## config.mk

```make
export PLATFORM = sky130hd
export DESIGN_NAME = frame_sched_flat
export DESIGN_NICKNAME = d
export VERILOG_FILES = /design/src/rtl/frame_sched_pkg.sv /design/src/rtl/frame_sched_if.sv /design/src/rtl/frame_sched.sv /design/src/flat_wrapper.sv
export SDC_FILE = /design/constraint.sdc
export NUM_CORES = 1
export LEC_CHECK = 0
export BUFFER_PORTS_ARGS = -buffer_cell sky130_fd_sc_hd__buf_2
export CAP_MARGIN = 10
export CORE_MARGIN = 2
export CORE_UTILIZATION = 40
export CTS_BUF_LIST = sky130_fd_sc_hd__clkbuf_8
export CTS_CLUSTER_SIZE = 10
export DETAILED_ROUTE_END_ITERATION = 7
export HOLD_SLACK_MARGIN = 0.05
export PLACE_DENSITY = 0.58
export SETUP_SLACK_MARGIN = 0.3
export SLEW_MARGIN = 20
export SYNTH_ARGS = -nofsm -noshare
export SYNTH_HDL_FRONTEND = slang
export SYNTH_SLANG_ARGS = --single-unit
```

## constraint.sdc

```tcl
create_clock -name clk -period 2.25 [get_ports clk]
set_input_delay 0.1125 -clock clk [delete_from_list [all_inputs] [get_ports clk]]
set_output_delay 0.1125 -clock clk [all_outputs]
set_load 0.02 [all_outputs]
```

## src/rtl/frame_sched_pkg.sv

```systemverilog
// Shared constants for the frame scheduler: state encoding, frame length helper, framing word.
package frame_sched_pkg;

    localparam int DEF_PRBS_LENGTH = 8;

    function automatic int frame_len(input int prbs_length);
        return prbs_length + 2;
    endfunction

    localparam int FRAME_LEN = frame_len(DEF_PRBS_LENGTH);

    localparam logic [9:0] HEAD_TAIL_WORD = 10'b1100110011;

    localparam logic [2:0] S_IDLE  = 3'd0;
    localparam logic [2:0] S_ISSUE = 3'd1;
    localparam logic [2:0] S_FRAME = 3'd2;
    localparam logic [2:0] S_GAP   = 3'd3;
    localparam logic [2:0] S_DONE  = 3'd4;

    typedef enum logic [2:0] {
        IDLE  = S_IDLE,
        ISSUE = S_ISSUE,
        FRAME = S_FRAME,
        GAP   = S_GAP,
        DONE  = S_DONE
    } state_e;

endpackage

```

## src/rtl/frame_sched_if.sv

```systemverilog
// Control/status bundle between a burst controller (master) and frame_sched (slave).
interface frame_sched_if #(
    parameter int GAP_W = 16,
    parameter int CNT_W = 32
);
    logic             start;
    logic             stop;
    logic [15:0]      cfg_frames;
    logic [GAP_W-1:0] cfg_gap;
    logic             send_enable;
    logic             frame_start;
    logic             busy;
    logic             done;
    logic [CNT_W-1:0] frames_sent;

    modport master (
        output start, stop, cfg_frames, cfg_gap,
        input  send_enable, frame_start, busy, done, frames_sent
    );

    modport slave (
        input  start, stop, cfg_frames, cfg_gap,
        output send_enable, frame_start, busy, done, frames_sent
    );
endinterface

```

## src/rtl/frame_sched.sv

```systemverilog
// Burst scheduler pacing a frame generator: send_enable one cycle before each head, period FRAME_LEN+gap.
// No backpressure: start/stop are single-cycle pulses; outputs decoded from state and counters only.
module frame_sched
    import frame_sched_pkg::*;
#(
    parameter int PRBS_LENGTH = DEF_PRBS_LENGTH,
    parameter int GAP_W       = 16,
    parameter int CNT_W       = 32
) (
    input  logic         clk,
    input  logic         rst_n,
    frame_sched_if.slave bus
);
    localparam int FLEN  = frame_len(PRBS_LENGTH);
    localparam int CYC_W = (FLEN > 1) ? $clog2(FLEN) : 1;
    localparam logic [CYC_W-1:0] LAST_CYC = CYC_W'(FLEN - 1);

    state_e           state;
    logic [CYC_W-1:0] cyc_cnt;
    logic [GAP_W-1:0] gap_cnt;
    logic [GAP_W-1:0] gap_q;
    logic [15:0]      frames_q;
    logic [15:0]      left_cnt;
    logic [CNT_W-1:0] sent_cnt;
    logic             stop_pending;

    logic tail;
    logic last_frame;
    logic end_burst;

    assign tail       = (state == FRAME) && (cyc_cnt == LAST_CYC);
    // frames_q == 0 means continuous: left_cnt never reaches the last-frame value
    assign last_frame = (frames_q != 16'd0) && (left_cnt == 16'd1);
    assign end_burst  = last_frame || stop_pending;

    assign bus.send_enable = (state == ISSUE) || (tail && !end_burst && (gap_q == '0));
    assign bus.frame_start = (state == FRAME) && (cyc_cnt == '0);
    assign bus.busy        = (state != IDLE);
    assign bus.done        = (state == DONE);
    assign bus.frames_sent = sent_cnt;

    always_ff @(posedge clk or negedge rst_n) begin
        if (!rst_n) begin
            state        <= IDLE;
            cyc_cnt      <= '0;
            gap_cnt      <= '0;
            gap_q        <= '0;
            frames_q     <= '0;
            left_cnt     <= '0;
            sent_cnt     <= '0;
            stop_pending <= 1'b0;
        end else begin
            // A stop seen in the tail cycle only takes effect after any frame issued there completes
            if (bus.stop && (state != IDLE)) begin
                stop_pending <= 1'b1;
            end

            case (state)
                IDLE: begin
                    if (bus.start && !bus.stop) begin
                        frames_q     <= bus.cfg_frames;
                        left_cnt     <= bus.cfg_frames;
                        gap_q        <= bus.cfg_gap;
                        sent_cnt     <= '0;
                        stop_pending <= 1'b0;
                        state        <= ISSUE;
                    end
                end
                ISSUE: begin
                    cyc_cnt <= '0;
                    state   <= FRAME;
                end
                FRAME: begin
                    if (tail) begin
                        sent_cnt <= sent_cnt + CNT_W'(1);
                        if (frames_q != 16'd0) begin
                            left_cnt <= left_cnt - 16'd1;
                        end
                        if (end_burst) begin
                            state <= DONE;
                        end else if (gap_q == '0) begin
                            cyc_cnt <= '0;
                        end else if (gap_q == GAP_W'(1)) begin
                            state <= ISSUE;
                        end else begin
                            gap_cnt <= gap_q - GAP_W'(2);
                            state   <= GAP;
                        end
                    end else begin
                        cyc_cnt <= cyc_cnt + CYC_W'(1);
                    end
                end
                GAP: begin
                    if (bus.stop || stop_pending) begin
                        state <= DONE;
                    end else if (gap_cnt == '0) begin
                        state <= ISSUE;
                    end else begin
                        gap_cnt <= gap_cnt - GAP_W'(1);
                    end
                end
                DONE: begin
                    stop_pending <= 1'b0;
                    state        <= IDLE;
                end
                default: state <= IDLE;
            endcase
        end
    end

endmodule

```

## src/flat_wrapper.sv

```systemverilog
// flat-port wrapper written by rule: the top's interface ports become plain ports
module frame_sched_flat import frame_sched_pkg::*;
#(
    parameter int PRBS_LENGTH = DEF_PRBS_LENGTH,
    parameter int GAP_W       = 16,
    parameter int CNT_W       = 32
)
  (clk, rst_n, bus_start, bus_stop, bus_cfg_frames, bus_cfg_gap, bus_send_enable, bus_frame_start, bus_busy, bus_done, bus_frames_sent);
  frame_sched_if #(.GAP_W(GAP_W), .CNT_W(CNT_W)) bus_i ();
  input  logic clk;
  input  logic rst_n;
  input wire logic [$bits(bus_i.start)-1:0] bus_start;
  input wire logic [$bits(bus_i.stop)-1:0] bus_stop;
  input wire logic [$bits(bus_i.cfg_frames)-1:0] bus_cfg_frames;
  input wire logic [$bits(bus_i.cfg_gap)-1:0] bus_cfg_gap;
  output wire logic [$bits(bus_i.send_enable)-1:0] bus_send_enable;
  output wire logic [$bits(bus_i.frame_start)-1:0] bus_frame_start;
  output wire logic [$bits(bus_i.busy)-1:0] bus_busy;
  output wire logic [$bits(bus_i.done)-1:0] bus_done;
  output wire logic [$bits(bus_i.frames_sent)-1:0] bus_frames_sent;
  assign bus_i.start = bus_start;
  assign bus_i.stop = bus_stop;
  assign bus_i.cfg_frames = bus_cfg_frames;
  assign bus_i.cfg_gap = bus_cfg_gap;
  assign bus_send_enable = bus_i.send_enable;
  assign bus_frame_start = bus_i.frame_start;
  assign bus_busy = bus_i.busy;
  assign bus_done = bus_i.done;
  assign bus_frames_sent = bus_i.frames_sent;
  frame_sched #(.PRBS_LENGTH(PRBS_LENGTH), .GAP_W(GAP_W), .CNT_W(CNT_W)) u_core (.clk(clk), .rst_n(rst_n), .bus(bus_i));
endmodule
```

# Word level (Yosys, flattened, before mapping)
# Cells that the tools add are included.
# totals
register_bits	104
elab_cells	88
# classes
n_addsub	5
eq_ne	19
n_mux	29
n_reduce_logical	27
# op_table
operator	n
$mux W16	9
$mux W32	2
$pmux W16 S2	2
$pmux W32 S2	1
$add A32 B1 Y32 const B	1
$eq A16 B1 Y1 const B	2
$logic_not A16 Y1	2
$sub A16 B1 Y16 const B	2
$mux W3	6
$reduce_bool A16 Y1	1
$sub A16 B2 Y16 const B	1
$mux W4	3
$ne A2 B2 Y1 const B	6
$pmux W3 S4	1
$pmux W4 S2	1
$reduce_and A4 Y1	2
$logic_and A1 B1 Y1	7
$reduce_and A7 Y1	1
$eq A3 B2 Y1 const B	2
$ne A3 B3 Y1 const B	2
$reduce_and A3 Y1	2
$reduce_bool A2 Y1	3
$add A4 B1 Y4 const B	1
$eq A4 B4 Y1 const B	1
other kinds (14)	19

# Depth between registers and ports, before layout
# Gate-level depths: netlist (run 1).
# depth
depth_word	7
mapped_depth	9
ltp_nobuf	8

# Least setup slack after synthesis (run 1)
# Ideal clock, no wire load.
# synth_timing
kind	register to output
start	reg u_core.state[0]
end	out bus_frame_start
arrival_ns	2.123
required_ns	2.138
path_slack_ns	0.014
path_stages_with_launch	6
n_path_buf	3
cell_sequence	dfrtp_1 buf_4 or3b_4 clkbuf_1 clkbuf_1 nor4b_1
# synth_between
elab_chain_cells	2
# synth_lines
element	line	rtl
start, declared	frame_sched.sv:18	state_e state;
start signal, assigned	frame_sched.sv:44	state <= IDLE;
start signal, assigned	frame_sched.sv:66	state <= ISSUE;
start signal, assigned	frame_sched.sv:71	state <= FRAME;
$eq A3 B2 Y1	frame_sched.sv:37	assign bus.frame_start = (state == FRAME) && (cyc_cnt == '0);
$logic_and A1 B1 Y1	frame_sched.sv:37	
end, declared	flat_wrapper.sv:17	output wire logic [$bits(bus_i.frame_start)-1:0] bus_frame_start;
# Every way passes these cells.

# Worst setup path after layout (run 1)
# layout_timing
start	reg u_core.frames_q[6]
end	out bus_send_enable
# layout_between
elab_chain_cells	7
# layout_lines
element	line	rtl
start, declared	frame_sched.sv:22	logic [15:0] frames_q;
start signal, assigned	frame_sched.sv:61	frames_q <= bus.cfg_frames;
$reduce_bool A16 Y1	frame_sched.sv:33	assign last_frame = (frames_q != 16'd0) && (left_cnt == 16'd1);
$logic_and A1 B1 Y1	frame_sched.sv:33	
$logic_or A1 B1 Y1	frame_sched.sv:34	assign end_burst = last_frame || stop_pending;
$logic_not A1 Y1	frame_sched.sv:36	assign bus.send_enable = (state == ISSUE) || (tail && !end_burst && (gap_q == '0));
$logic_and A1 B1 Y1 (2 in series)	frame_sched.sv:36	
$logic_or A1 B1 Y1	frame_sched.sv:36	
end, declared	flat_wrapper.sv:16	output wire logic [$bits(bus_i.send_enable)-1:0] bus_send_enable;
# Every way passes these cells.

==> results.toml, run 1 <==
[timing]
unrepaired_setup_endpoints_after_global_routing = "yes"
setup_viol_count_final = 5
final_hold_viol_count = 0
report.final.slew_viol_count = 0
finalCritPeriodShare = 1.10
max_slew_margin = 0.494
worst_clock_skew_ps = 10.8
final_critical_path_setup_slack_ps = -231
final_period_minus_worst_setup_slack_ps = 2480
hold-worst-slack_ps = 241
worst_pin_slew_ps = 759
achievable_frequency_mhz = 403
finalSetupTns_ps = -387

[clocking]
path_clk_slew_ps = 100
clock_tree.buffer_depth = 2
clk_latency_ps = 390
h_tree_depth = 3
root_buffer_cell = "sky130_fd_sc_hd__clkbuf_8"
cts_sinks = 104
numCtsBuffers = 9
cts_tree = "done"

[place]
gp_congestion = 0.847
dp_cells = 869
dp_slack_ps = 1.26
place.detailed.hpwl_mm = 10.3
io_buffers = 71

[finish]
seq_area_mm2 = 0.00261
final_cells = 969
multi_input_comb_area_mm2 = 0.00343
fill_cells = 1187
antenna_cells = 0
syn_to_final_growth_pct = 44.2
drive_above_1_share = 0.389
final_core_util = 0.592
nets = 830

[yosys]
postSynthRegisterBits = 104
yosysTopAreaCell = "sky130_fd_sc_hd__dfrtp_1"
synth.net_count = 646
synth_area_mm2 = 0.00570
postSynth.asyncResetShare = 1.00
yosysSeqAreaShare = 0.457
ys_dominant_reg_cell = "sky130_fd_sc_hd__dfrtp_1"
yosys-top-cells-count = "104 x sky130_fd_sc_hd__dfrtp_1, 71 x sky130_fd_sc_hd__nor2_1, 48 x sky130_fd_sc_hd__nand2_1, 41 x sky130_fd_sc_hd__o21ai_0, 40 x sky130_fd_sc_hd__a21oi_1"
synth_cell_type_count = 67
synth_enable_flop_cells = 0
leading_cell_type_by_number_of_instances_after_synthesis = "sky130_fd_sc_hd__dfrtp_1"
syn_avg_cell_area_um2 = 9.48
synth_cells = 601
yosysWarningCount = 0
yosys-top-cells-area = "sky130_fd_sc_hd__dfrtp_1 46%, sky130_fd_sc_hd__mux2_2 5.7%, sky130_fd_sc_hd__nor2_1 4.7%"
netlist.area_leader.share = 0.457

[setup_path]
crit_family = "simple AND/OR/NAND/NOR gates"
critical_path_arrival_ps = 2370
crit_type = "flop to output pin"
cp-end-kind = "output pin"
critPathSlowestCell = "sky130_fd_sc_hd__or3b_4"
worstPathRequired_ps = 2140
critical-path-top-cell-by-count = "sky130_fd_sc_hd__buf_6"
critical_path.n_buffers_inverters = 3
setup.worst_path.start_class = "flop"
critical_path_peak_fanout = 2
crit_path_cell_trace = "nor4_2 -> buf_4 -> nand4_1 -> buf_6 -> a31oi_4 -> or3b_4 -> o22ai_4 -> buf_6"
critical-path-max-stage-delay_ps = 430

[floorplan]
initial_core_util = 0.411
die-area_mm2 = 0.0152
rows = 43
coreArea_mm2 = 0.0139
die_height_um = 123
die_span_x_um = 123
top_level_ports = 72

[routing]
detail_route.wirelength_mm = 16.6
vias = 5428
vias_per_cell = 5.60
drc = 0
detailedRoute.firstPassIterationCount = 5
detail-route-antenna-nets = 0
drtIter0Drc = 423
drt-wirelength-per-cell_um = 17.2

[global_routing]
overflow = 0
pin_count_of_the_biggest_net_entering_global_routing = 41
grt.total_usage = 0.218
initial_antenna_violation_count = 0
grt_first_pass_wirelength_mm = 26.1
first_global_vias = 5155

[pwr]
power.density_cell_area_mw_per_mm2 = 1230
static-leakage-power_uw = 0.00360
worst_ir_drop_vdd_mv = 0.791

[min_path]
holdCritPathClass = "input pin to async pin"

[run_status]
run_status = "finished, violations left"
violations = "setup timing"

[job]
max_cap_violations = 0
## power by group
| group | internal [uW] | total, uW | switching, uW |
|---|---|---|---|
| Clock | 617 | 1280 | 665 |
| Combinational | 2920 | 5610 | 2690 |
| Sequential | 2530 | 3220 | 687 |
## worst paths after layout
check	depth (start not counted)	to	slack, ps	start
min in group clk	5	u_core.stop_pending	280	bus_start
max in group asynchronous	3	u_core.gap_q[9]	1320	rst_n
worst max register to register	11	u_core.gap_cnt[15]	-90	u_core.frames_q[6]
worst min register to register	1	u_core.left_cnt[15]	520	u_core.left_cnt[15]
worst max-delay path	8	bus_send_enable	-230	u_core.frames_q[6]
worst min-delay path	2	u_core.bus.frames_sent[10]	240	rst_n
## cell type report
cell class,count,share of cell area
multi-input cells,454,0.417
repair buffers,197,0.203
flip-flops and latches,104,0.317
inverters,19,0.00929
well taps,180,0.0274
clock buffers,9,0.0151
clock inverters,6,0.0104
## logic make-up (layout without fill, tap and decap cells)
| family | Yosys count | count (layout) | synth area share |
|---|---|---|---|
| buffers and inverters | 45 | 231 | 0.0349 |
| and+or+nand+nor | 244 | 246 | 0.228 |
| AOI/OAI and AO/OA | 138 | 138 | 0.154 |
| DFF | 104 | 104 | 0.457 |
| xor gates and xnor gates | 32 | 32 | 0.0492 |
| muxes | 29 | 29 | 0.0573 |
| adders and majority gates | 9 | 9 | 0.0198 |
## registers in the layout (all words and copies together), names as in the netlist
name,flops
u_core.left_cnt,16
u_core.cyc_cnt,4
u_core.bus.frames_sent,32
u_core.gap_q,16
u_core.state,3
u_core.stop_pending,1
u_core.frames_q,16
u_core.gap_cnt,16
## routing by layer
metal,wire [um],share of wire,GRT usage,vias to the layer above
met2,8230,0.49,0.351,175
li1,-,-,-,2555
met5,0,0,0,-
met1,7290,0.44,0.299,2676
met4,268,0.016,0.0682,0
met3,843,0.051,0.0392,22
## stage by stage
stage	area [um^2]	total power [uW]
floorplan	5760	5590
global placement	6570	6800
detailed placement	6570	6960
CTS	7710	9350
global route	8220	10700
finish	8220	10100
## repair_timing
| action | 4_1_cts | 5_1_grt |
|---|---|---|
| pin swaps | 32 | 34 |
| endpoints found under the setup margin | 98 | 99 |
| hold endpoints to repair | 79 | 0 |
| gates cloned | 5 | 4 |
| gates resized for setup | 76 | 82 |
| hold buffers | 34 | 0 |
| buffers inserted | 23 | 19 |
## cells in the final DEF, fill, tap and decap left out, types with 17 or more instances in the layout
cell	n
sky130_fd_sc_hd__mux2_2	21
sky130_fd_sc_hd__dfrtp_1	100
sky130_fd_sc_hd__inv_1	17
sky130_fd_sc_hd__nand2_1	42
sky130_fd_sc_hd__buf_2	69
sky130_fd_sc_hd__buf_4	59
sky130_fd_sc_hd__buf_6	21
sky130_fd_sc_hd__nor2_1	66
sky130_fd_sc_hd__a21oi_1	29
sky130_fd_sc_hd__dlygate4sd3_1	34
(Power assumes the default switching activity.)
==> inputs of run 2 (changes only) <==
--- a/config.mk
+++ b/config.mk
@@ -15,6 +15,8 @@
 export HOLD_SLACK_MARGIN = 0.05
 export PLACE_DENSITY = 0.58
 export SETUP_SLACK_MARGIN = 0.3
+export SKIP_CTS_REPAIR_TIMING = 1
+export SKIP_LAST_GASP = 1
 export SLEW_MARGIN = 20
 export SYNTH_ARGS = -nofsm -noshare
 export SYNTH_HDL_FRONTEND = slang
==> constraint.sdc (replaced) <==
create_clock -name clk -period 3.15 [get_ports clk]
set_input_delay 0.1575 -clock clk [delete_from_list [all_inputs] [get_ports clk]]
set_output_delay 0.1575 -clock clk [all_outputs]
set_load 0.02 [all_outputs]
==> run 2 against run 1 <==
The run now ends clean. Register-to-register slack improved by 630 ps. Largest power group is now sequential cells. Worst hold slack got worse by 220 ps. Clock skew is 2.1 ps higher. Sequential share of layout area grew 6.5 points. Global-route usage decreased by 2.6 points. Clock power is 29% lower.
==> results.toml, run 2 (synthesized netlist as in run 1, its figures left out) <==
[run_status]
run_status = "finished, final reports clean"

[min_path]
min_path_cells = 3
min-delay-start = "bus_cfg_gap[2]"
hold-path-endpoint = "u_core.gap_q[2]"
holdCritPathClass = "input pin to flop"

[setup_path]
crit_family = "simple AND/OR/NAND/NOR gates"
worstPathRequired_ps = 2990
critPathSlowestCell = "sky130_fd_sc_hd__or4_4"
rr_endpoint = "u_core.gap_cnt[15]"
critical_path.reg2reg.startpoint = "u_core.state[1]"
critical_path.n_buffers_inverters = 1
critical_path_arrival_ps = 2520
setup.worst_path.start_class = "flop"
crit_path_cell_trace = "or4_4 -> nor3_2 -> nand2_1 -> or3b_1 -> o22ai_2 -> buf_2"
cp-end-kind = "output pin"
crit_type = "flop to output pin"
critical-path-max-stage-delay_ps = 580
path_depth = 6
critical_path_peak_fanout = 6
reg2reg_depth = 7
setup.reg_to_reg.worst_slack_ps = 540

[place]
dp_cells = 838
place.detailed.hpwl_mm = 9.74
io_buffers = 71
gp_congestion = 0.855
postPlaceCellArea_mm2 = 0.00626

[finish]
final_cells = 884
commonest_cells_after_routing_fill_and_taps_aside = "104 x sky130_fd_sc_hd__dfrtp_1, 71 x sky130_fd_sc_hd__nor2_1, 70 x sky130_fd_sc_hd__buf_2"
layout.cell_area.non_filler_mm2 = 0.00681
antenna_cells = 0
layout.cells.most_common = "sky130_fd_sc_hd__dfrtp_1"
seq_area_mm2 = 0.00260
largest_register_ff_count = 32
nets = 744
fill_cells = 1318
drive_above_1_share = 0.216
syn_to_final_growth_pct = 19.4
multi_input_comb_area_mm2 = 0.00294

[pwr]
worst_ir_drop_vdd_mv = 0.385
power.density_cell_area_mw_per_mm2 = 816
static-leakage-power_uw = 0.00295

[global_routing]
grt_first_pass_wirelength_mm = 22.9
pin_count_of_the_biggest_net_entering_global_routing = 55
grt.total_usage = 0.193
initial_antenna_violation_count = 0
first_global_vias = 4549
overflow = 0

[floorplan]
die-area_mm2 = 0.0152
rows = 43
coreArea_mm2 = 0.0139
initial_core_util = 0.411
top_level_ports = 72
die_height_um = 123
die_span_x_um = 123

[clocking]
cts_tree = "done"
path_clk_slew_ps = 110
cts_sinks = 104
clock_tree.buffer_depth = 2
clk_latency_ps = 390
numCtsBuffers = 9
root_buffer_cell = "sky130_fd_sc_hd__clkbuf_8"
h_tree_depth = 3

[routing]
drt-wirelength-per-cell_um = 15.8
detail-route-antenna-nets = 0
detailedRoute.firstPassIterationCount = 5
detail_route.wirelength_mm = 14.0
drtIter0Drc = 279
vias_per_cell = 5.47
drc = 0
vias = 4838

[timing]
report.final.slew_viol_count = 0
hold-worst-slack_ps = 20.8
achievable_frequency_mhz = 374
unrepaired_setup_endpoints_after_global_routing = "no"
finalCritPeriodShare = 0.849
worst_clock_skew_ps = 12.9
final_hold_viol_count = 0
worst_pin_slew_ps = 673
setup_viol_count_final = 0
finalSetupTns_ps = 0
final_period_minus_worst_setup_slack_ps = 2680
max_slew_margin = 0.550

[job]
max_cap_violations = 0
run 2: changes by cell type in the layout (fill, tap and decap cells not counted), moves of 8 or more:
cell                      change
sky130_fd_sc_hd__buf_4       -47
sky130_fd_sc_hd__o21ai_0     +25
sky130_fd_sc_hd__buf_6       -21
sky130_fd_sc_hd__o21ai_1     -12
sky130_fd_sc_hd__a21oi_1     +11
sky130_fd_sc_hd__a21oi_2     -11
sky130_fd_sc_hd__o21ai_2     -11
sky130_fd_sc_hd__mux2_2       +8
sky130_fd_sc_hd__mux2_4       -8
run 2: area by class of cell:
cell class | instances | area share
inverter | 19 | 0.0105
clock inverter | 7 | 0.0129
clock buffer | 9 | 0.0182
sequential | 104 | 0.382
tap | 180 | 0.0331
timing repair buffer | 113 | 0.112
multi-input combinational | 452 | 0.431
run 2: where the power goes:
part	switching [uW]	leakage, uW	internal [uW]
Clock	472	0.000114	442
Combinational	1270	0.00153	1000
Sequential	558	0.00131	1800
Total	2300	0.00295	3250
run 2: worst max-delay path by stage:
stage / start / endpoint
2_1_floorplan: u_core.state[0] / bus_frame_start
5_1_grt: u_core.state[1] / u_core.gap_cnt[15]
3_5_place_dp: u_core.gap_q[3] / u_core.gap_cnt[12]
4_1_cts: u_core.gap_q[3] / bus_send_enable
6_report: u_core.gap_q[10] / bus_send_enable
3_3_place_gp: u_core.gap_q[3] / u_core.gap_cnt[12]
run 2: through the flow:
stage               total power (uW)  setup slack [ps]   util
finish                          5550               475  0.490
global route                    6010               369  0.490
CTS                             5520               264  0.466
global placement                4520               628  0.451
detailed placement              4590               518  0.451
floorplan                       3960               869      -
run 2: worst register-to-register path, stage by stage, from the launching register on:
cell	delay, ps
sky130_fd_sc_hd__dfrtp_1	580
sky130_fd_sc_hd__or3b_4	600
sky130_fd_sc_hd__nor4_2	210
sky130_fd_sc_hd__a21o_1	160
sky130_fd_sc_hd__o211ai_2	300
sky130_fd_sc_hd__buf_4	290
sky130_fd_sc_hd__o32a_1	330
sky130_fd_sc_hd__nand3_1	80
run 2: routing by layer:
metal,vias to the layer above,part of all wire,global-route usage
li1,2362,-,-
met1,2334,0.49,0.273
met2,124,0.45,0.295
met3,18,0.041,0.0314
met4,0,0.020,0.0753
met5,-,0,0
==> inputs of run 3 (changes only) <==
==> constraint.sdc (replaced) <==
create_clock -name clk -period 2.48 [get_ports clk]
set_input_delay 0.124 -clock clk [delete_from_list [all_inputs] [get_ports clk]]
set_output_delay 0.124 -clock clk [all_outputs]
set_load 0.02 [all_outputs]
==> run 3 against run 2 <==
The run now ends with setup timing left. Clock skew rose by 5.5 ps. First-iteration DRC count rose by 19%. Critical endpoint unchanged. Die area did not move. Final cell count rose by 3.8%. Highest routed layer unchanged. Largest power group is now combinational logic. Via count rose by 5.3%. Wire length rose by 6.6%.
==> results.toml, run 3 (synthesized netlist as in run 1, its figures left out) <==
[floorplan]
die_height_um = 123
rows = 43
die-area_mm2 = 0.0152
coreArea_mm2 = 0.0139
top_level_ports = 72
die_span_x_um = 123
initial_core_util = 0.411

[clocking]
clk_latency_ps = 380
numCtsBuffers = 9
root_buffer_cell = "sky130_fd_sc_hd__clkbuf_8"
clock_tree.buffer_depth = 2
cts_tree = "done"
cts_sinks = 104
h_tree_depth = 3
path_clk_slew_ps = 110

[setup_path]
critical_path_peak_fanout = 5
reg2reg_depth = 7
critPathSlowestCell = "sky130_fd_sc_hd__or4_4"
critical-path-max-stage-delay_ps = 550
setup.worst_path.start_class = "flop"
critical_path.reg2reg.startpoint = "u_core.gap_q[11]"
worstPathRequired_ps = 2360
crit_family = "simple AND/OR/NAND/NOR gates"
critical_path.n_buffers_inverters = 1
crit_type = "flop to output pin"
crit_path_cell_trace = "or4_4 -> nor3_2 -> nand2_1 -> or3b_4 -> o22ai_2 -> buf_4"
rr_endpoint = "u_core.gap_cnt[2]"
cp-end-kind = "output pin"
critical_path_arrival_ps = 2400
setup.reg_to_reg.worst_slack_ps = 120

[routing]
vias_per_cell = 5.55
detail_route.wirelength_mm = 14.9
drtIter0Drc = 332
drt-wirelength-per-cell_um = 16.2
drc = 0
vias = 5092
detailedRoute.firstPassIterationCount = 5
detail-route-antenna-nets = 0

[pwr]
power.density_cell_area_mw_per_mm2 = 1050
finalPower_uw = 7670
worst_ir_drop_vdd_mv = 0.562
static-leakage-power_uw = 0.00320

[timing]
report.final.slew_viol_count = 0
final_critical_path_setup_slack_ps = -42.7
hold-worst-slack_ps = 32.2
final_hold_viol_count = 0
worst_clock_skew_ps = 18.4
max_slew_margin = 0.619
unrepaired_setup_endpoints_after_global_routing = "yes"
finalCritPeriodShare = 1.02
achievable_frequency_mhz = 396
worst_pin_slew_ps = 569
setup_viol_count_final = 1
final_period_minus_worst_setup_slack_ps = 2520

[min_path]
holdCritPathClass = "input pin to flop"
hold-path-endpoint = "u_core.stop_pending"
min-delay-start = "bus_stop"
min_path_cells = 3

[run_status]
run_status = "finished, violations left"
violations = "setup timing"

[global_routing]
pin_count_of_the_biggest_net_entering_global_routing = 65
first_global_vias = 4648
initial_antenna_violation_count = 0
overflow = 0
grt.total_usage = 0.191
grt_first_pass_wirelength_mm = 23.0

[finish]
layout.cells.most_common = "sky130_fd_sc_hd__dfrtp_1"
syn_to_final_growth_pct = 28.6
final_core_util = 0.528
drive_above_1_share = 0.289
nets = 778
antenna_cells = 0
largest_register_ff_count = 32
fill_cells = 1283
commonest_cells_after_routing_fill_and_taps_aside = "102 x sky130_fd_sc_hd__dfrtp_1, 69 x sky130_fd_sc_hd__nor2_1, 69 x sky130_fd_sc_hd__buf_2"

[place]
gp_congestion = 0.865
io_buffers = 71
place.detailed.hpwl_mm = 10.1

[job]
max_cap_violations = 0
run 3: per-stage QoR:
stage / std cells / instance area (um^2) / setup TNS (ps) / setup WS (ps)
floorplan: 601 / 5710 / 0 / 371
global placement: 853 / 6410 / 0 / 193
detailed placement: 853 / 6410 / 0 / 127
CTS: 869 / 6640 / -235 / -235
global route: 918 / 7330 / -209 / -152
finish: 918 / 7330 / -42.7 / -42.7
run 3: routing by layer:
metal / GRT usage / part of all wire / vias up
met4: 0.0575 / 0.014 / 0
met3: 0.0281 / 0.050 / 16
li1: - / - / 2436
met2: 0.299 / 0.47 / 142
met1: 0.272 / 0.46 / 2498
met5: 0 / 0 / -
run 3: worst max-delay path by stage:
| stage | startpoint | endpoint | cells past startpoint |
|---|---|---|---|
| 6_report | u_core.gap_q[11] | bus_send_enable | 6 |
| 5_1_grt | u_core.frames_q[6] | bus_send_enable | 7 |
| 4_1_cts | u_core.gap_q[10] | bus_send_enable | 6 |
| 3_5_place_dp | u_core.gap_q[10] | u_core.gap_cnt[2] | 7 |
| 3_3_place_gp | u_core.gap_q[10] | u_core.gap_cnt[2] | 7 |
| 2_1_floorplan | u_core.state[2] | u_core.frames_q[0] | 6 |
run 3: area by class of cell:
class                      count  area, um^2  area share
timing repair buffer         145        1070       0.146
clock buffer                   9         124      0.0169
tap                          180         225      0.0307
multi-input combinational    454        3130       0.427
sequential                   104        2610       0.355
inverter                      19        71.3     0.00973
clock inverter                 7         104      0.0142
run 3: report_power, final:
group	internal (uW)	leakage [uW]	switching, uW
registers	2290	0.00130	669
logic	1650	0.00179	1850
clock network	580	0.000114	631
total	4520	0.00320	3150
run 3: worst register-to-register path, delay by kind of cell (launching register included):
kind / cells / cell delay [ps]
AO/OA/AOI/OAI: 2 / 640
AND/OR/NAND/NOR: 4 / 880
buffers and inverters: 1 / 280
flip-flops: 1 / 430
